$ cat src/rtl/fp_div_pkg.sv
`default_nettype none
// ============================================================================
// Package     : fp_div_pkg
// Description : Shared types and constants for the Newton-Raphson FP divider.
// Revision    : 1.0 - initial release
// ============================================================================
package fp_div_pkg;

    localparam int EXP_W    = 8;
    localparam int FRAC_W   = 23;
    localparam int MANT_W   = 24;
    localparam int EXP_BIAS = 127;

    localparam logic [31:0] QNAN       = 32'h7FC00000;
    localparam logic [31:0] POS_INF    = 32'h7F800000;
    localparam logic [31:0] MAX_FINITE = 32'h7F7FFFFF;

    localparam int FLAG_W  = 5;
    localparam int FLAG_NV = 4;
    localparam int FLAG_DZ = 3;
    localparam int FLAG_OF = 2;
    localparam int FLAG_UF = 1;
    localparam int FLAG_NX = 0;

    typedef enum logic [3:0] {
        ST_IDLE  = 4'd0,
        ST_SEED  = 4'd1,
        ST_MUL_T = 4'd2,
        ST_MUL_X = 4'd3,
        ST_QMUL  = 4'd4,
        ST_CORR  = 4'd5,
        ST_PACK  = 4'd6,
        ST_DONE  = 4'd7
    } state_t;

endpackage
`default_nettype wire

$ cat src/rtl/fp_div_seed_rom.sv
`default_nettype none
// ============================================================================
// Module      : fp_div_seed_rom
// Description : Reciprocal seed table, one Q1.WF entry per mantissa bin midpoint.
// Revision    : 1.0 - initial release
// ============================================================================
module fp_div_seed_rom #(
    parameter int SEED_BITS = 4,
    parameter int WF        = 30
) (
    input  logic [SEED_BITS-1:0] i_idx,
    output logic [WF:0]          o_seed
);

    localparam int              c_entries = 2 ** SEED_BITS;
    localparam longint unsigned c_num     = 64'd1 << (WF + SEED_BITS + 1);

    logic [WF:0] w_table [c_entries];

    // Midpoint of bin i is (2^(S+1) + 2i + 1) / 2^(S+1); the entry is its reciprocal.
    for (genvar gi = 0; gi < c_entries; gi++) begin : g_entry
        localparam longint unsigned c_den = longint'((1 << (SEED_BITS + 1)) + 2 * gi + 1);
        assign w_table[gi] = (WF + 1)'(c_num / c_den);
    end

    assign o_seed = w_table[i_idx];

endmodule
`default_nettype wire

$ cat src/rtl/fp_nr_divider.sv
`default_nettype none
// ============================================================================
// Module      : fp_nr_divider
// Description : Iterative IEEE single divider (RTZ, FTZ) using Newton-Raphson
//               reciprocal refinement and a remainder fix-up; one op in flight.
//               Define FPDIV_FLAGS_EN to add the registered out_flags port.
// Revision    : 1.0 - initial release
// ============================================================================
module fp_nr_divider
    import fp_div_pkg::*;
#(
    parameter int ITERS     = 3,
    parameter int SEED_BITS = 4,
    parameter int WF        = 30
) (
    input  logic        clk,
    input  logic        rst_n,
    input  logic        in_valid,
    output logic        in_ready,
    input  logic [31:0] in_a,
    input  logic [31:0] in_b,
    output logic        out_valid,
    input  logic        out_ready,
    output logic [31:0] out_result
`ifdef FPDIV_FLAGS_EN
    ,
    output logic [FLAG_W-1:0] out_flags
`endif
);

    localparam int c_mul_w = WF + 2;
    localparam int c_est_w = 26;

    state_t              r_state;
    logic [2:0]          r_iter;
    logic [31:0]         r_a;
    logic [31:0]         r_b;
    logic [WF:0]         r_x;
    logic [WF+1:0]       r_t;
    logic [c_est_w-1:0]  r_est;
    logic                r_rem_nz;

    logic [MANT_W-1:0]      w_ma;
    logic [MANT_W-1:0]      w_mb;
    logic [WF:0]            w_seed;
    logic [WF+1:0]          w_two_minus_t;
    logic [c_mul_w-1:0]     w_mul_a;
    logic [c_mul_w-1:0]     w_mul_b;
    logic [2*c_mul_w-1:0]   w_prod;
    logic                   w_unused;

    assign in_ready = (r_state == ST_IDLE);

    // ---------------------------------------------------------------- classify
    logic [EXP_W-1:0] w_ea;
    logic [EXP_W-1:0] w_eb;
    logic             w_sign;
    logic             w_a_zero, w_b_zero, w_a_inf, w_b_inf, w_a_nan, w_b_nan;
    logic             w_special;
    logic [31:0]      w_spec_result;

    assign w_ea     = r_a[30:23];
    assign w_eb     = r_b[30:23];
    assign w_sign   = r_a[31] ^ r_b[31];
    assign w_ma     = {1'b1, r_a[FRAC_W-1:0]};
    assign w_mb     = {1'b1, r_b[FRAC_W-1:0]};
    assign w_a_zero = (w_ea == '0);
    assign w_b_zero = (w_eb == '0);
    assign w_a_inf  = (w_ea == '1) && (r_a[FRAC_W-1:0] == '0);
    assign w_b_inf  = (w_eb == '1) && (r_b[FRAC_W-1:0] == '0);
    assign w_a_nan  = (w_ea == '1) && (r_a[FRAC_W-1:0] != '0);
    assign w_b_nan  = (w_eb == '1) && (r_b[FRAC_W-1:0] != '0);

`ifdef FPDIV_FLAGS_EN
    logic [FLAG_W-1:0] w_spec_flags;
    logic [FLAG_W-1:0] w_pack_flags;
`endif

    always_comb begin
        w_special     = 1'b1;
        w_spec_result = '0;
`ifdef FPDIV_FLAGS_EN
        w_spec_flags  = '0;
`endif
        if (w_a_nan || w_b_nan || (w_a_zero && w_b_zero) || (w_a_inf && w_b_inf)) begin
            w_spec_result = QNAN;
`ifdef FPDIV_FLAGS_EN
            w_spec_flags[FLAG_NV] = 1'b1;
`endif
        end else if (w_a_inf) begin
            w_spec_result = {w_sign, POS_INF[30:0]};
        end else if (w_b_zero) begin
            w_spec_result = {w_sign, POS_INF[30:0]};
`ifdef FPDIV_FLAGS_EN
            w_spec_flags[FLAG_DZ] = 1'b1;
`endif
        end else if (w_a_zero || w_b_inf) begin
            w_spec_result = {w_sign, 31'd0};
        end else begin
            w_special = 1'b0;
        end
    end

    fp_div_seed_rom #(
        .SEED_BITS (SEED_BITS),
        .WF        (WF)
    ) u_seed_rom (
        .i_idx  (r_b[FRAC_W-1 -: SEED_BITS]),
        .o_seed (w_seed)
    );

    // ---------------------------------------------------- shared multiplier
    assign w_two_minus_t = {2'b10, {WF{1'b0}}} - r_t;

    always_comb begin
        w_mul_a = '0;
        w_mul_b = '0;
        case (r_state)
            ST_MUL_T: begin w_mul_a = c_mul_w'(w_mb);  w_mul_b = c_mul_w'(r_x);        end
            ST_MUL_X: begin w_mul_a = c_mul_w'(r_x);   w_mul_b = w_two_minus_t;        end
            ST_QMUL:  begin w_mul_a = c_mul_w'(w_ma);  w_mul_b = c_mul_w'(r_x);        end
            ST_CORR:  begin w_mul_a = c_mul_w'(r_est); w_mul_b = c_mul_w'(w_mb);       end
            default:  begin w_mul_a = '0;              w_mul_b = '0;                   end
        endcase
    end

    assign w_prod   = (2 * c_mul_w)'(w_mul_a) * (2 * c_mul_w)'(w_mul_b);
    assign w_unused = ^w_prod;

    // ------------------------------------------------------ remainder fix-up
    // The reciprocal leaves est within one of the true quotient, so one step suffices.
    logic [51:0] w_num, w_rem, w_mb_ext, w_rem_fix;
    logic        w_rem_neg, w_rem_ge;

    assign w_num     = {3'b000, w_ma, 25'd0};
    assign w_mb_ext  = {28'd0, w_mb};
    assign w_rem     = w_num - w_prod[51:0];
    assign w_rem_neg = w_rem[51];
    assign w_rem_ge  = !w_rem_neg && (w_rem >= w_mb_ext);
    assign w_rem_fix = w_rem_neg ? (w_rem + w_mb_ext) :
                       w_rem_ge  ? (w_rem - w_mb_ext) : w_rem;

    // ------------------------------------------------------------------ pack
    logic signed [9:0] w_exp_raw, w_exp;
    logic [FRAC_W-1:0] w_mant;
    logic              w_disc;
    logic [31:0]       w_pack_result;

    assign w_exp_raw = $signed({2'b00, w_ea}) - $signed({2'b00, w_eb}) + 10'sd127;

    always_comb begin
        w_exp  = r_est[25] ? w_exp_raw : (w_exp_raw - 10'sd1);
        w_mant = r_est[25] ? r_est[24:2] : r_est[23:1];
        w_disc = r_est[25] ? (|r_est[1:0]) : r_est[0];
        w_pack_result = {w_sign, w_exp[7:0], w_mant};
`ifdef FPDIV_FLAGS_EN
        w_pack_flags = '0;
        w_pack_flags[FLAG_NX] = r_rem_nz | w_disc;
`endif
        if (w_exp >= 10'sd255) begin
            w_pack_result = {w_sign, MAX_FINITE[30:0]};
`ifdef FPDIV_FLAGS_EN
            w_pack_flags[FLAG_OF] = 1'b1;
            w_pack_flags[FLAG_NX] = 1'b1;
`endif
        end else if (w_exp <= 10'sd0) begin
            w_pack_result = {w_sign, 31'd0};
`ifdef FPDIV_FLAGS_EN
            w_pack_flags[FLAG_UF] = 1'b1;
            w_pack_flags[FLAG_NX] = 1'b1;
`endif
        end
    end

    // ------------------------------------------------------------------- FSM
    always_ff @(posedge clk) begin
        if (!rst_n) begin
            r_state    <= ST_IDLE;
            r_iter     <= '0;
            r_a        <= '0;
            r_b        <= '0;
            r_x        <= '0;
            r_t        <= '0;
            r_est      <= '0;
            r_rem_nz   <= 1'b0;
            out_valid  <= 1'b0;
            out_result <= '0;
`ifdef FPDIV_FLAGS_EN
            out_flags  <= '0;
`endif
        end else begin
            case (r_state)
                ST_IDLE: begin
                    if (in_valid) begin
                        r_a     <= in_a;
                        r_b     <= in_b;
                        r_state <= ST_SEED;
                    end
                end
                // Special operands short-cut straight to DONE from here.
                ST_SEED: begin
                    if (w_special) begin
                        out_result <= w_spec_result;
`ifdef FPDIV_FLAGS_EN
                        out_flags  <= w_spec_flags;
`endif
                        out_valid  <= 1'b1;
                        r_state    <= ST_DONE;
                    end else begin
                        r_x     <= w_seed;
                        r_iter  <= '0;
                        r_state <= ST_MUL_T;
                    end
                end
                ST_MUL_T: begin
                    r_t     <= w_prod[FRAC_W +: WF + 2];
                    r_state <= ST_MUL_X;
                end
                ST_MUL_X: begin
                    r_x <= w_prod[WF +: WF + 1];
                    if (r_iter == 3'(ITERS - 1)) begin
                        r_state <= ST_QMUL;
                    end else begin
                        r_iter  <= r_iter + 3'd1;
                        r_state <= ST_MUL_T;
                    end
                end
                ST_QMUL: begin
                    r_est   <= w_prod[WF - 2 +: c_est_w];
                    r_state <= ST_CORR;
                end
                ST_CORR: begin
                    r_est    <= w_rem_neg ? (r_est - 26'd1) :
                                w_rem_ge  ? (r_est + 26'd1) : r_est;
                    r_rem_nz <= |w_rem_fix;
                    r_state  <= ST_PACK;
                end
                ST_PACK: begin
                    out_result <= w_pack_result;
`ifdef FPDIV_FLAGS_EN
                    out_flags  <= w_pack_flags;
`endif
                    out_valid  <= 1'b1;
                    r_state    <= ST_DONE;
                end
                ST_DONE: begin
                    if (out_ready) begin
                        out_valid <= 1'b0;
                        r_state   <= ST_IDLE;
                    end
                end
                default: r_state <= ST_IDLE;
            endcase
        end
    end

endmodule
`default_nettype wire

$ cat config.mk
export PLATFORM = sky130hd
export DESIGN_NAME = fp_nr_divider
export DESIGN_NICKNAME = d
export VERILOG_FILES = /design/src/rtl/fp_div_pkg.sv /design/src/rtl/fp_div_seed_rom.sv /design/src/rtl/fp_nr_divider.sv
export SDC_FILE = /design/constraint.sdc
export NUM_CORES = 2
export LEC_CHECK = 0
export ABC_AREA = 1
export BUFFER_PORTS_ARGS = -buffer_cell sky130_fd_sc_hd__buf_2
export CAP_MARGIN = 40
export CORE_MARGIN = 4
export CORE_UTILIZATION = 45
export CTS_BUF_LIST = sky130_fd_sc_hd__clkbuf_2
export DETAILED_ROUTE_END_ITERATION = 8
export GPL_ROUTABILITY_DRIVEN = 1
export SETUP_SLACK_MARGIN = 0.2
export SLEW_MARGIN = 20
export SYNTH_ARGS = -nofsm -noshare
export SYNTH_HDL_FRONTEND = slang
export SYNTH_SLANG_ARGS = --single-unit
$ cat constraint.sdc
create_clock -name clk -period 36 [get_ports clk]
set_input_delay 1.8 -clock clk [delete_from_list [all_inputs] [get_ports clk]]
set_output_delay 1.8 -clock clk [all_outputs]
set_load 0.02 [all_outputs]
# Yosys cells after proc, flatten, opt, wreduce, memory -nomap -nowiden
# Memory sizes are Yosys's and may differ from the RTL's.
# Cells that the tools add are included.
[classes] addsub=8 mul=1 magnitude_cmp=4 n_eq_ne=16 mux=34 bitwise=2 reduce_logical=31
[op_table] operator="$mux 32" count=5
[op_table] operator="$mux 31" count=5
[op_table] operator="$pmux 31 s4" count=1
[op_table] operator="$pmux 32 s3" count=1
[op_table] operator="$pmux 32 s2" count=1
[op_table] operator="$pmux 31 s2" count=1
[op_table] operator="$mul 32x32->61" count=1
[op_table] operator="$ge 52x24->1" count=1
[op_table] operator="$mux 26" count=2
[op_table] operator="$pmux 26 s2" count=1
[op_table] operator="$sub 49x52->52" count=1
[op_table] operator="$logic_not 23->1" count=2
[op_table] operator="$reduce_bool 23->1" count=2
[op_table] operator="$pmux 4 s8" count=1
[op_table] operator="$sub 32x32->32 const A" count=1
[op_table] operator="$add 26x1->26 const B" count=1
[op_table] operator="$sub 26x1->26 const B" count=1
[op_table] operator="$mux 23" count=1
[op_table] operator="$eq 4x3->1 const B" count=4
[op_table] operator="$eq 8x8->1 const B" count=2
[op_table] operator="$logic_not 8->1" count=2
[op_table] operator="$mux 3" count=4
[op_table] operator="$add 9x8->10 const B" count=1
[op_table] operator="$ge 10x9->1 const B" count=1
[op_table] operator="26 further kinds" count=53
[word_totals] regBits=193 romBits=496 in_bits=68 wordCells=106 mem_count=1
[memory_table] name="(name not given)" depth=16 word_bits=31 rd=1 rd_clocked_by_memory_dff=0 wr=0 line="fp_div_seed_rom.sv:26" source="assign o_seed = w_table[i_idx];"

# Longest topological paths before layout
[depth] ltp_word=10 mapped_depth=81

# By module
# Synthesis repeated with hierarchy kept, for this count alone.
[hier_totals] cells_unflattened=6392 area_unflattened_um2=46847.4
[by_module_without_submodules] module="fp_nr_divider" instances=1 cells_each=6252 area_per_inst_um2=46146.8 seq_area_each_um2=3843.7
[by_module_without_submodules] module="fp_div_seed_rom" instances=1 cells_each=140 area_per_inst_um2=700.7 seq_area_each_um2=0.0

# Worst setup path after synthesis
# Ideal clock, no wire load.
[synth_timing] path_kind="flip-flop to flip-flop" start="reg r_t[0]" end="reg r_est[25]" arrival_ns=12.159 required_ns=35.930 setup_slack_ns=23.771 path_stages_with_launch=74 synth_period_minus_slack_ns=12.229 path_cell_list="dfxtp_1 -> inv_1 -> ha_1 -> nand2_1 -> nor2_1 -> inv_1 -> nor2_1 -> nand2_1 -> nor2_1 -> inv_2 -> nor2_1 -> inv_1 -> nor3_1 -> inv_1 -> nor2_1 -> nand2_1 -> nor3_1 -> inv_1 -> (+38 left out) -> nor2_4 -> inv_1 -> ha_1 -> nand3_1 -> nand2_1 -> and3_1 -> nor2_1 -> o21ai_0 -> a21oi_1 -> o21ai_0 -> a21oi_1 -> o21ai_0 -> xor2_1 -> o21bai_1 -> nand3_1 -> nand2_1 -> nand3_1 -> a21oi_1"
[synth_via] elab_chain_len=8
[synth_lines] element="start, declared" line="fp_nr_divider.sv:39" source="logic [WF+1:0] r_t;"
[synth_lines] element="start signal, assigned" line="fp_nr_divider.sv:216" source="r_t <= w_prod[FRAC_W +: WF + 2];"
[synth_lines] element="$sub 32x32->32 *" line="fp_nr_divider.sv:113" source="assign w_two_minus_t = {2'b10, {WF{1'b0}}} - r_t;"
[synth_lines] element="$pmux 32 s3 *" line="fp_nr_divider.sv:118" source="case (r_state)"
[synth_lines] element="$mul 32x32->61 *" line="fp_nr_divider.sv:127" source="assign w_prod = (2 * c_mul_w)'(w_mul_a) * (2 * c_mul_w)'(w_mul_b);"
[synth_lines] element="$sub 49x52->52" line="fp_nr_divider.sv:137" source="assign w_rem = w_num - w_prod[51:0];"
[synth_lines] element="$ge 52x24->1 or $logic_not 1->1 (tied branches)" line="fp_nr_divider.sv:139" source="assign w_rem_ge = !w_rem_neg && (w_rem >= w_mb_ext);"
[synth_lines] element="$logic_and 1x1->1" line="fp_nr_divider.sv:139"
[synth_lines] element="$ne 3x3->1 (no line)"
[synth_lines] element="$reduce_and 2->1 (no line)"
[synth_lines] element="end signal, assigned" line="fp_nr_divider.sv:229" source="r_est <= w_prod[WF - 2 +: c_est_w];"
[synth_lines] element="end signal, assigned" line="fp_nr_divider.sv:233" source="r_est <= w_rem_neg ? (r_est - 26'd1) :"
[synth_lines] element="end, declared" line="fp_nr_divider.sv:40" source="logic [c_est_w-1:0] r_est;"
# Mark *: on every way between the ends. The rest lies on a longest branch, timed or not.
# A chain may end at the register's enable or synchronous reset.

# Worst setup path in the final report
# Same ends and word-level chain as after synthesis.

==> results.sh <==
export IMPL_setup_viol=0
export IMPL_slowest_delay_ns=0.66
export IMPL_fin_crit_sh_pct=42.5
export IMPL_final_antenna_net_count=0
export IMPL_seq_area_sq_mm=0.00384
export IMPL_finalCriticalPeriod_ns=15.30
export IMPL_ys_ff_latch=192
export IMPL_synth_top_family_by_area="adder cells"
export IMPL_synth_warnings=0
export IMPL_start_kind="flip-flop"
export IMPL_max_cap_violations=0
export IMPL_root_buffer="clkbuf_2"
export IMPL_fmax_mhz=65.3
export IMPL_grt_start_max_net_pins=79
export IMPL_ctsHoldBuffers=0
export IMPL_cts_resized=0
export IMPL_post_dp_cell_area_sq_mm=0.0492
export IMPL_cp_slowest_cell="xor2_1"
export IMPL_post_cts_buffers=0
export IMPL_p_per_area_mw_per_mm2=59.5
export IMPL_ir_drop_uv=144
export IMPL_die_h_microns=331
export IMPL_synthToLayoutAreaGrowth_pct=5.83
export IMPL_fillers=10667
export IMPL_drt_total_wl_mm=173
export IMPL_worst_setup_path_type="reg2reg"
export IMPL_syn_area_per_cell_sq_um=7.41
export IMPL_clk_pin_slew_worst_paths_ns=0.30
export IMPL_numCtsBuffers=17
export IMPL_slew_headroom_pct=44.6
export IMPL_via_per_inst=5.50
export IMPL_rsz0062_at_grt="no"
export IMPL_insertion_delay_ns=0.96
export IMPL_synth_common_cells="nand2_1 (1,396), inv_1 (1,339), fa_1 (867), nor2_1 (655), ha_1 (337)"
export IMPL_hold_violations=0
export IMPL_synth_compound_area_share_pct=9.28
export IMPL_fin_total_pwr_mw=2.95
export IMPL_drtIter0Drc=4021
export IMPL_rrSetupSlack_ns=20.70
export IMPL_clkSinkCount=192
export IMPL_avgRoutedWirePerCell_microns=22.5
export IMPL_synth_area_leaders="fa_1 (37%), nand2_1 (11%), inv_1 (11%), ha_1 (9.0%), dfxtp_1 (8.2%)"
export IMPL_yosys_area_share_adder_pct=46.1
export IMPL_final_setup_skew_ns=0.0687
export IMPL_reg2reg_from="r_t[0]$_SDFFE_PN0N_"
export IMPL_cp_max_fo=22
export IMPL_rr_endpoint="r_est[25]$_SDFFE_PN0P_"
export IMPL_final_cell_area_sq_mm=0.0495
export IMPL_wl_met1_mm=73.6
export IMPL_numPortBuffers=101
export IMPL_initial_core_util_pct=45.3
export IMPL_multi_input_area_sq_mm=0.0370
export IMPL_finalWeightedCongestion=0.993
export IMPL_worst_endpoint_arrival_ns=16.22
export IMPL_synth_top_area_share_pct=37.1
export IMPL_crit_start="r_t[0]$_SDFFE_PN0N_"
export IMPL_htreeDepth=4
export IMPL_grt_overflow_total=0
export IMPL_dp_hpwl_mm=140
export IMPL_drive_gt1_share_pct=5.98
export IMPL_yosys_area_share_simple_pct=21.6
export IMPL_drv_slew=0
export IMPL_synth_ff_type="dfxtp_1"
export IMPL_grt_pass1_wl_mm=265
export IMPL_grt_usage_pct=32.2
export IMPL_cellLeakagePower_nw=24.8
export IMPL_std_cell_rows=118
export IMPL_vias=42363
export IMPL_die_area_sq_mm=0.109
export IMPL_yosysTopAreaCell="fa_1"
export IMPL_drc=0
export IMPL_setup_tns_ns=0
export IMPL_met3_length_mm=15.6
export IMPL_die_x_microns=331
export IMPL_cts_max_path_buffers=2
export IMPL_worst_ep_required_time_ns=36.92
export IMPL_worstSetupEndpoint="r_est[25]$_SDFFE_PN0P_"
export IMPL_worst_setup_path_end_kind="flip-flop"
export IMPL_synth_most_common_cell="nand2_1"
export IMPL_r2r_cells=74
export IMPL_fin_nets=7582
export IMPL_highest_layer="met5"
export IMPL_synthesis_nets=7593
export IMPL_synthMuxAreaShare_pct=0
export IMPL_io_pins=102
export IMPL_outcome="complete, no violations"
export IMPL_grt_pass1_vias=42762
export IMPL_coreArea_sq_mm=0.103
export IMPL_syn_area_sq_mm=0.0468
export IMPL_syn_instance_count=6321
export IMPL_antenna_found_initial=6
export IMPL_dr_pass1_iters=6
export IMPL_yosys_area_share_xor_xnor_pct=1.61
export IMPL_worst_slew_pin_slew_ns=0.826
export IMPL_critical_path_buf_inv_count=15
export IMPL_ys_async_sr_fraction_pct=0
export IMPL_cpLargestDelayFamily="adder cells"
export IMPL_ys_types=62
export IMPL_synth_edf_count=0
export IMPL_hold_path_class="reg2reg"
export IMPL_worst_path_stages=74
export IMPL_ys_seq_area_share_pct=8.21
export IMPL_tritoncts="done"
export IMPL_wl_met2_mm=76.7
## stage by stage
| step | setup slack (ns) | utilization, % | hold WS, ns | instances |
|---|---|---|---|---|
| 2_1_floorplan | 23.77 | - | 0.441 | 6321 |
| 4_1_cts | 20.81 | 47.8 | 0.484 | 7697 |
| 5_1_grt | 19.38 | 47.9 | 0.506 | 7704 |
| 6_report | 20.70 | 47.9 | 0.479 | 7705 |
| 3_5_place_dp | 20.89 | 47.6 | 0.456 | 7666 |
| 3_3_place_gp | 20.84 | 47.5 | 0.452 | 7658 |
## worst min-delay path: stages, from the launching register on
cell     delay (ns)
dfxtp_1        0.36
nand2_1        0.06
a21oi_1        0.05
## where the power goes
group | switching, mW | total, mW | internal, mW
combinational | 1.75 | 2.49 | 0.737
clock | 0.0850 | 0.111 | 0.0256
sequential | 0.0726 | 0.345 | 0.273
total | 1.91 | 2.95 | 1.04
## sequential cells by signal (all words and copies together), names as in the netlist
register	flops
r_a	32
r_iter	3
r_t	32
r_x	31
r_est	26
r_b	32
r_state	3
out_result	32
out_valid	1
## layout by cell type (no fill, tap or decap), drive strengths merged, types with 12 or more instances in the layout
cell type,instances
o221ai,16
xor2,52
nor4,21
o211ai,40
a221oi,28
a31oi,31
nand3,202
nor3,41
o21bai,12
a21oi,285
nand2,1418
fa,867
clkbuf,20
nand4,63
nor2,678
xnor2,34
clkinv,23
ha,337
buf,226
dfxtp,192
o22ai,25
a22oi,20
nand3b,15
inv,1357
o21ai,254
## worst min path at each step
| stage | startpoint | end | slack, ns | depth (start not counted) |
|---|---|---|---|---|
| floorplan | r_iter[2]$_SDFFE_PN0P_ | r_iter[2]$_SDFFE_PN0P_ | 0.44 | 2 |
| global placement | out_result[14]$_SDFFE_PN0P_ | out_result[14]$_SDFFE_PN0P_ | 0.45 | 2 |
| detailed placement | out_result[10]$_SDFFE_PN0P_ | out_result[10]$_SDFFE_PN0P_ | 0.46 | 2 |
| CTS | out_result[10]$_SDFFE_PN0P_ | out_result[10]$_SDFFE_PN0P_ | 0.48 | 2 |
| global route | out_result[14]$_SDFFE_PN0P_ | out_result[14]$_SDFFE_PN0P_ | 0.51 | 2 |
| finish | out_result[9]$_SDFFE_PN0P_ | out_result[9]$_SDFFE_PN0P_ | 0.48 | 2 |
## area by class of cell
type / instances / area share [%]
inverter: 1372 / 10.4
clock buffer: 19 / 0.192
multi-input combinational: 4500 / 74.7
clock inverter: 12 / 0.222
timing repair buffer: 227 / 3.23
tap: 1380 / 3.49
sequential: 192 / 7.76
antenna: 3 / 0.0152
## per-layer routing
metal,global-route usage (%),vias to the layer above
li1,-,19187
met1,45.1,20918
met2,50.4,1941
met3,5.40,313
met4,11.8,4
met5,0,-
## cell families after synthesis
kind of cell	Yosys count
AND/OR/NAND/NOR	2454
flip-flops	192
XOR/XNOR	86
buffers and inverters	1629
AO/OA/AOI/OAI	756
adder cells (fa/ha/maj)	1204
Note: power is estimated with default switching activity, not from simulation.
